--- src/rtl/fetch_pc_pkg.sv ---
// Shared definitions for the fetch stage: jump_type codes, FSM state encoding
// and a small alignment helper.
package fetch_pc_pkg;

  localparam logic [2:0] JT_SEQ    = 3'b000;
  localparam logic [2:0] JT_BEQ    = 3'b001;
  localparam logic [2:0] JT_JAL_JR = 3'b011;
  localparam logic [2:0] JT_J      = 3'b100;

  typedef enum logic [1:0] {
    S_IDLE  = 2'b00,
    S_FETCH = 2'b01,
    S_EXEC  = 2'b10
  } state_t;

  function automatic logic is_misaligned(input logic [1:0] low_bits);
    return (low_bits != 2'b00);
  endfunction

endpackage

--- src/rtl/fetch_pc_if.sv ---
// Instruction-memory request/valid bus between the fetch stage (master)
// and instruction memory (slave).
interface fetch_pc_if #(
  parameter int DWIDTH = 32
) ();

  logic              req;
  logic [DWIDTH-1:0] addr;
  logic [DWIDTH-1:0] rdata;
  logic              valid;

  modport master (output req, output addr, input rdata, input valid);
  modport slave  (input req, input addr, output rdata, output valid);

endinterface

--- src/rtl/fetch_pc_next_pc_calc.sv ---
// Next-PC target mux for the fetch stage; the result is word-aligned and the
// discarded low bits are reported as misalign.
module next_pc_calc
  import fetch_pc_pkg::*;
#(
  parameter int DWIDTH = 32
) (
  input  logic [DWIDTH-1:0] pc_plus4_i,
  input  logic [2:0]        jump_type_i,
  input  logic              is_jr_i,
  input  logic [DWIDTH-1:0] jump_addr_i,
  input  logic [DWIDTH-1:0] branch_imm_i,
  input  logic              branch_taken_i,
  input  logic [DWIDTH-1:0] jr_target_i,
  output logic [DWIDTH-1:0] next_pc_o,
  output logic              misalign_o
);

  logic [DWIDTH-1:0] raw_pc_s;
  logic [DWIDTH-1:0] jmp_target_s;
  logic [DWIDTH-1:0] br_target_s;
  logic              unused_bits_s;

  // J-format keeps the region bits of pc+4; branch offset is in words
  assign jmp_target_s  = {pc_plus4_i[DWIDTH-1:28], jump_addr_i[25:0], 2'b00};
  assign br_target_s   = pc_plus4_i + {branch_imm_i[DWIDTH-3:0], 2'b00};
  assign unused_bits_s = ^{jump_addr_i[DWIDTH-1:26], branch_imm_i[DWIDTH-1:DWIDTH-2]};

  always_comb begin
    raw_pc_s = pc_plus4_i;
    case (jump_type_i)
      JT_SEQ: raw_pc_s = pc_plus4_i;
      JT_BEQ: begin
        if (branch_taken_i) raw_pc_s = br_target_s;
        else                raw_pc_s = pc_plus4_i;
      end
      JT_JAL_JR: begin
        if (is_jr_i) raw_pc_s = jr_target_i;
        else         raw_pc_s = jmp_target_s;
      end
      JT_J:    raw_pc_s = jmp_target_s;
      default: raw_pc_s = pc_plus4_i;
    endcase
  end

  assign next_pc_o  = {raw_pc_s[DWIDTH-1:2], 2'b00};
  assign misalign_o = is_misaligned(raw_pc_s[1:0]);

endmodule

--- src/rtl/fetch_pc.sv ---
// Instruction-fetch stage: owns the PC, runs the imem request/valid handshake
// and hands one captured instruction at a time to decode.
module fetch_pc
  import fetch_pc_pkg::*;
#(
  parameter int                 DWIDTH   = 32,
  parameter logic [DWIDTH-1:0]  RESET_PC = '0
) (
  input  logic              clk,
  input  logic              rst_n,
  fetch_pc_if.master        imem,
  input  logic [2:0]        jump_type_i,
  input  logic              is_jr_i,
  input  logic [DWIDTH-1:0] jump_addr_i,
  input  logic [DWIDTH-1:0] branch_imm_i,
  input  logic              branch_taken_i,
  input  logic [DWIDTH-1:0] jr_target_i,
  input  logic              stall_i,
  output logic [DWIDTH-1:0] instr_o,
  output logic              instr_valid_o,
  output logic [DWIDTH-1:0] pc_o,
  output logic [DWIDTH-1:0] pc_plus4_o,
  output logic              misalign_o,
  output logic [31:0]       retired_o
);

  localparam logic [DWIDTH-1:0] PC_STEP = DWIDTH'(32'd4);

  state_t            state_q;
  logic [DWIDTH-1:0] pc_q;
  logic [DWIDTH-1:0] pc_plus4_q;
  logic [DWIDTH-1:0] instr_q;
  logic              req_q;
  logic              instr_valid_q;
  logic              misalign_q;
  logic [31:0]       retired_q;
  logic [DWIDTH-1:0] next_pc_d;
  logic              misalign_d;

  next_pc_calc #(.DWIDTH(DWIDTH)) u_next_pc_calc (
    .pc_plus4_i     (pc_plus4_q),
    .jump_type_i    (jump_type_i),
    .is_jr_i        (is_jr_i),
    .jump_addr_i    (jump_addr_i),
    .branch_imm_i   (branch_imm_i),
    .branch_taken_i (branch_taken_i),
    .jr_target_i    (jr_target_i),
    .next_pc_o      (next_pc_d),
    .misalign_o     (misalign_d)
  );

  // Fetch FSM; pc_plus4 is kept as its own register so the link value is a clean flop output
  always_ff @(posedge clk or negedge rst_n) begin
    if (!rst_n) begin
      state_q       <= S_IDLE;
      pc_q          <= RESET_PC;
      pc_plus4_q    <= RESET_PC + PC_STEP;
      instr_q       <= '0;
      req_q         <= 1'b0;
      instr_valid_q <= 1'b0;
      misalign_q    <= 1'b0;
      retired_q     <= 32'd0;
    end else begin
      misalign_q <= 1'b0;
      case (state_q)
        S_IDLE: begin
          req_q   <= 1'b1;
          state_q <= S_FETCH;
        end
        S_FETCH: begin
          if (imem.valid) begin
            instr_q       <= imem.rdata;
            req_q         <= 1'b0;
            instr_valid_q <= 1'b1;
            state_q       <= S_EXEC;
          end
        end
        S_EXEC: begin
          // a stalled cycle holds everything; the target is recomputed on release
          if (!stall_i) begin
            pc_q          <= next_pc_d;
            pc_plus4_q    <= next_pc_d + PC_STEP;
            retired_q     <= retired_q + 32'd1;
            misalign_q    <= misalign_d;
            instr_valid_q <= 1'b0;
            req_q         <= 1'b1;
            state_q       <= S_FETCH;
          end
        end
        default: begin
          req_q         <= 1'b0;
          instr_valid_q <= 1'b0;
          state_q       <= S_IDLE;
        end
      endcase
    end
  end

  assign imem.req      = req_q;
  assign imem.addr     = pc_q;
  assign instr_o       = instr_q;
  assign instr_valid_o = instr_valid_q;
  assign pc_o          = pc_q;
  assign pc_plus4_o    = pc_plus4_q;
  assign misalign_o    = misalign_q;
  assign retired_o     = retired_q;

endmodule

--- src/flat_wrapper.sv ---
// flat-port wrapper written by rule: the top's interface ports become plain ports
module fetch_pc_flat import fetch_pc_pkg::*;
#(
  parameter int                 DWIDTH   = 32,
  parameter logic [DWIDTH-1:0]  RESET_PC = '0
)
  (clk, rst_n, jump_type_i, is_jr_i, jump_addr_i, branch_imm_i, branch_taken_i, jr_target_i, stall_i, instr_o, instr_valid_o, pc_o, pc_plus4_o, misalign_o, retired_o, imem_req, imem_addr, imem_rdata, imem_valid);
  fetch_pc_if #(.DWIDTH(DWIDTH)) imem_i ();
  input  logic clk;
  input  logic rst_n;
  input  logic [2:0] jump_type_i;
  input  logic is_jr_i;
  input  logic [DWIDTH-1:0] jump_addr_i;
  input  logic [DWIDTH-1:0] branch_imm_i;
  input  logic branch_taken_i;
  input  logic [DWIDTH-1:0] jr_target_i;
  input  logic stall_i;
  output logic [DWIDTH-1:0] instr_o;
  output logic instr_valid_o;
  output logic [DWIDTH-1:0] pc_o;
  output logic [DWIDTH-1:0] pc_plus4_o;
  output logic misalign_o;
  output logic [31:0] retired_o;
  output wire logic [$bits(imem_i.req)-1:0] imem_req;
  output wire logic [$bits(imem_i.addr)-1:0] imem_addr;
  input wire logic [$bits(imem_i.rdata)-1:0] imem_rdata;
  input wire logic [$bits(imem_i.valid)-1:0] imem_valid;
  assign imem_req = imem_i.req;
  assign imem_addr = imem_i.addr;
  assign imem_i.rdata = imem_rdata;
  assign imem_i.valid = imem_valid;
  fetch_pc #(.DWIDTH(DWIDTH), .RESET_PC(RESET_PC)) u_core (.clk(clk), .rst_n(rst_n), .imem(imem_i), .jump_type_i(jump_type_i), .is_jr_i(is_jr_i), .jump_addr_i(jump_addr_i), .branch_imm_i(branch_imm_i), .branch_taken_i(branch_taken_i), .jr_target_i(jr_target_i), .stall_i(stall_i), .instr_o(instr_o), .instr_valid_o(instr_valid_o), .pc_o(pc_o), .pc_plus4_o(pc_plus4_o), .misalign_o(misalign_o), .retired_o(retired_o));
endmodule
--- config.mk ---
export PLATFORM = sky130hd
export DESIGN_NAME = fetch_pc_flat
export DESIGN_NICKNAME = d
export VERILOG_FILES = /design/src/rtl/fetch_pc_pkg.sv /design/src/rtl/fetch_pc_if.sv /design/src/rtl/fetch_pc_next_pc_calc.sv /design/src/rtl/fetch_pc.sv /design/src/flat_wrapper.sv
export SDC_FILE = /design/constraint.sdc
export NUM_CORES = 1
export LEC_CHECK = 0
export BUFFER_PORTS_ARGS = -buffer_cell sky130_fd_sc_hd__buf_2
export CAP_MARGIN = 0
export CORE_MARGIN = 2
export CORE_UTILIZATION = 30
export CTS_BUF_LIST = sky130_fd_sc_hd__clkbuf_2 sky130_fd_sc_hd__clkbuf_4 sky130_fd_sc_hd__clkbuf_8
export DETAILED_ROUTE_END_ITERATION = 7
export HOLD_SLACK_MARGIN = 0.05
export PLACE_DENSITY = 0.57
export SLEW_MARGIN = 20
export SYNTH_ARGS = -nofsm -noshare
export SYNTH_HDL_FRONTEND = slang
export SYNTH_HIERARCHICAL = 1
export SYNTH_SLANG_ARGS = --single-unit
--- constraint.sdc ---
create_clock -name clk -period 8.4 [get_ports clk]
set_input_delay 0.42 -clock clk [delete_from_list [all_inputs] [get_ports clk]]
set_output_delay 0.42 -clock clk [all_outputs]
set_load 0.05 [all_outputs]
==> reports/results.txt <==
Ports: 300
Post-Layout Inst Area: 10800 um2
post-layout minimum cycle time: 4.42 ns
Hold Crit Class: in2reg
Setup violations, final: 0
Post-Syn Area: 8840 um2
Unique masters post-synth: 79
crit path DAT: 4.70 ns
crit start category: register
DRC: 0
Final ANT Viol Nets: 0
Seq/Total Area, Yosys: 36.8%
main combinational cell family by area after synthesis: simple AND/OR/NAND/NOR gates
Reg2Reg Depth: 14
clk buf depth: 2
status: completed
CTS tree: yes
area share of xor/xnor cells in the synthesized design: 7.83%
# rows: 62
Yosys warning count: 6
initial antenna violation count: 1
Tot GR Track Use: 19.2%
fraction of post-synthesis cell area in the top cell type by area: 36.5%
reg2reg end: u_core/pc_plus4_o[30]
total number of vias: 8304
number of synthesized flops with an enable pin: 0
cell taking the most area after synthesis: dfrtp_1
Post-synth ARST share: 100%
r2r startpoint: u_core/pc_plus4_o[2]
total congestion overflow: 0
Peak VDD IR: 0.219 mV
Crit path required time: 8.68 ns
Hold Path End: u_core/instr_o[30]
multiplexer area fraction after synthesis: 6.76%
switch share: 56.4%
Fmax: 226 MHz
Pint: 1.83 mW
Via density: 5.11
layout cells sized above 1: 32.9%
PortBufs: 291
max_slew headroom: 38.5%
post-CTS resize count: 0
Final Non-Filler Cells: 1626
placed cell count: 1593
Initial Util: 30.6%
Tcrit/Tclk final: 52.6%
CP max FO: 6
Layout area overhead: 22.1%
initial drt markers: 543
DP Wirelength: 22800 um
largest net degree at the start of global routing: 90
Max Slew Vio Count: 0
post-synthesis simple-gate area fraction: 19.9%
clk slew on worst S/H paths: 0.08 ns
Mapped Cells: 994
die width: 176 um
total wire length: 30000 um
combinational power share: 61.2%
Clock power frac: 13.3%
Compound-Gate Fraction of Synth Area: 17.8%
Initial DRT Pass Iterations: 5
final total power: 4.21 mW
Final WS setup: 3.98 ns
routed length per instance: 18.5 um
final hold vios: 0
Setup TNS Final: 0 ns
worst hold path depth: 2
Synth Area in Adders: 4.61%
P_leak: 5.26 nW
power per cell area: 389 nW/um2
Layout Nets: 1398
Worst-Skew Late Latency: 0.44 ns
clock sinks: 130
vias in the first global route: 7956
root buffer cell: clkbuf_8
placed cell area: 10400 um2
syn avg cell area: 8.90 um2
Core ar.: 28900 um2
critical path class: reg2reg
Yosys reg bits: 130
CTS buffer count: 17
Post-synth top flop: dfrtp_1
Psw: 2.37 mW
CP Capture Type: register
RSZ-0062 raised after global routing: false
Place WS: 3.90 ns
sequential share of power: 25.5%
Max Cap Viol: 0
# H-tree levels: 4
hold_sp: imem_rdata[30]
measured slew at the worst slew-check pin: 0.922 ns
gpl congestion: 0.906
first-pass GRT wire length: 46300 um
ranking of synthesized cells by area: dfrtp_1 37%, nand2_1 7.8%, xnor2_1 4.5%
Worst R2R Setup Slack: 3.98 ns
Clock Skews: 0.0217 ns
Post-CTS Setup Bufs: 0
die area: 30900 um2
Die H: 176 um
==> layout make-up <==
class                      instances  area, um2
antenna                            1       2.50
clock buffer                      21        283
clock inverter                    10        125
fill                            3035      18100
inverter                          20       75.1
multi-input combinational        761       5050
sequential                       130       3250
tap                              384        480
timing repair buffer             299       1530
==> synthesized netlist by cell type, types with 5 or more instances <==
library cell,instances
a21o_1,7
a21oi_1,42
a222oi_1,11
a22o_1,8
a22oi_1,8
a31oi_1,14
and3_1,10
and4_1,6
buf_2,12
buf_4,38
clkbuf_1,32
dfrtp_1,129
ha_1,31
inv_1,19
mux2_2,33
mux2i_1,20
nand2_1,184
nand2b_1,7
nand3_1,23
nand4_1,14
nor2_1,48
nor2b_1,5
nor3_1,10
nor3_2,12
nor4_2,5
o21a_1,11
o21ai_0,68
o21ai_1,18
o22ai_1,9
o31ai_1,5
xnor2_1,45
xor2_1,34
==> cell families after synthesis <==
logic type / after synthesis
fa+ha+maj: 32
compound gates: 241
flops: 130
simple gates: 352
other cells: 1
xor+xnor: 79
buf+inv: 104
mux: 55
==> power groups by stage <==
stage	Sequential [mW]	Combinational, mW	Clock [mW]
floorplan	1.79	1.28	0
global route	1.11	2.74	0.604
global placement	1.08	2.55	0
CTS	1.08	2.57	0.582
detailed placement	1.09	2.56	0
finish	1.07	2.57	0.560
==> placed cells by master (no fill, tap or decap), types with 19 or more instances in the layout <==
cell / Yosys / final
mux2_2: 33 / 33
mux2i_1: 20 / 20
a21oi_1: 42 / 42
dfrtp_1: 129 / 129
o21ai_0: 68 / 68
buf_2: 12 / 290
inv_1: 19 / 19
nand2_1: 184 / 183
ha_1: 31 / 31
clkbuf_8: 0 / 20
xnor2_1: 45 / 45
xor2_1: 34 / 34
nand3_1: 23 / 23
nor2_1: 48 / 48
==> worst max-delay path by stage <==
stage | slack, ns | cells past startpoint | end | start
after floorplan | 4.66 | 14 | u_core/pc_plus4_o[30] | u_core/pc_plus4_o[3]
after global placement | 3.94 | 10 | u_core/pc_plus4_o[29] | jump_type_i[2]
after detailed placement | 3.90 | 11 | u_core/pc_plus4_o[31] | jump_type_i[2]
after CTS | 4.06 | 14 | u_core/pc_plus4_o[30] | u_core/pc_plus4_o[2]
after global routing | 3.63 | 14 | u_core/pc_plus4_o[30] | u_core/pc_plus4_o[2]
final | 3.98 | 14 | u_core/pc_plus4_o[30] | u_core/pc_plus4_o[2]
==> metal layers <==
metal / track usage (%) / routed length [um] / up-vias
li1: - / - / 3991
met4: 4.65 / 507 / 0
met3: 2.88 / 1400 / 28
met1: 27.4 / 14200 / 4022
met5: 0 / 0 / -
met2: 30.6 / 13900 / 263
==> timing repair <==
action | in CTS | in global routing
endpoints found under the setup margin | 0 | 0
hold endpoints to repair | 51 | 0
hold buffers | 1 | 0
==> worst max-delay path, cell delays in order (launching register included) <==
cell and delay [ns]:
dfstp_2 0.39, ha_1 0.21, fa_1 0.42, a21oi_1 0.26
o211ai_1 0.21, a21oi_1 0.30, o21ai_2 0.16, a41oi_1 0.48
xor2_1 0.14, a31oi_1 0.48, and3_1 0.40, nand4_1 0.24
nor4_2 0.38, xnor2_1 0.15, o21ai_1 0.07
==> metrics by stage <==
step           hold WS (ns)  utilization [%]
4_1_cts               0.172             37.4
2_1_floorplan         0.124                -
5_1_grt               0.177             37.4
3_5_place_dp          0.475             36.0
3_3_place_gp          0.453             36.0
6_report              0.211             37.4
==> flip-flops by register name, indices dropped and copies added, names as in the netlist <==
name                  count
u_core/imem.addr         32
u_core/instr_o           32
u_core/instr_valid_o      1
u_core/misalign_o         1
u_core/pc_plus4_o        30
u_core/retired_o         32
u_core/state_q            2
(Power assumes the default switching activity.)
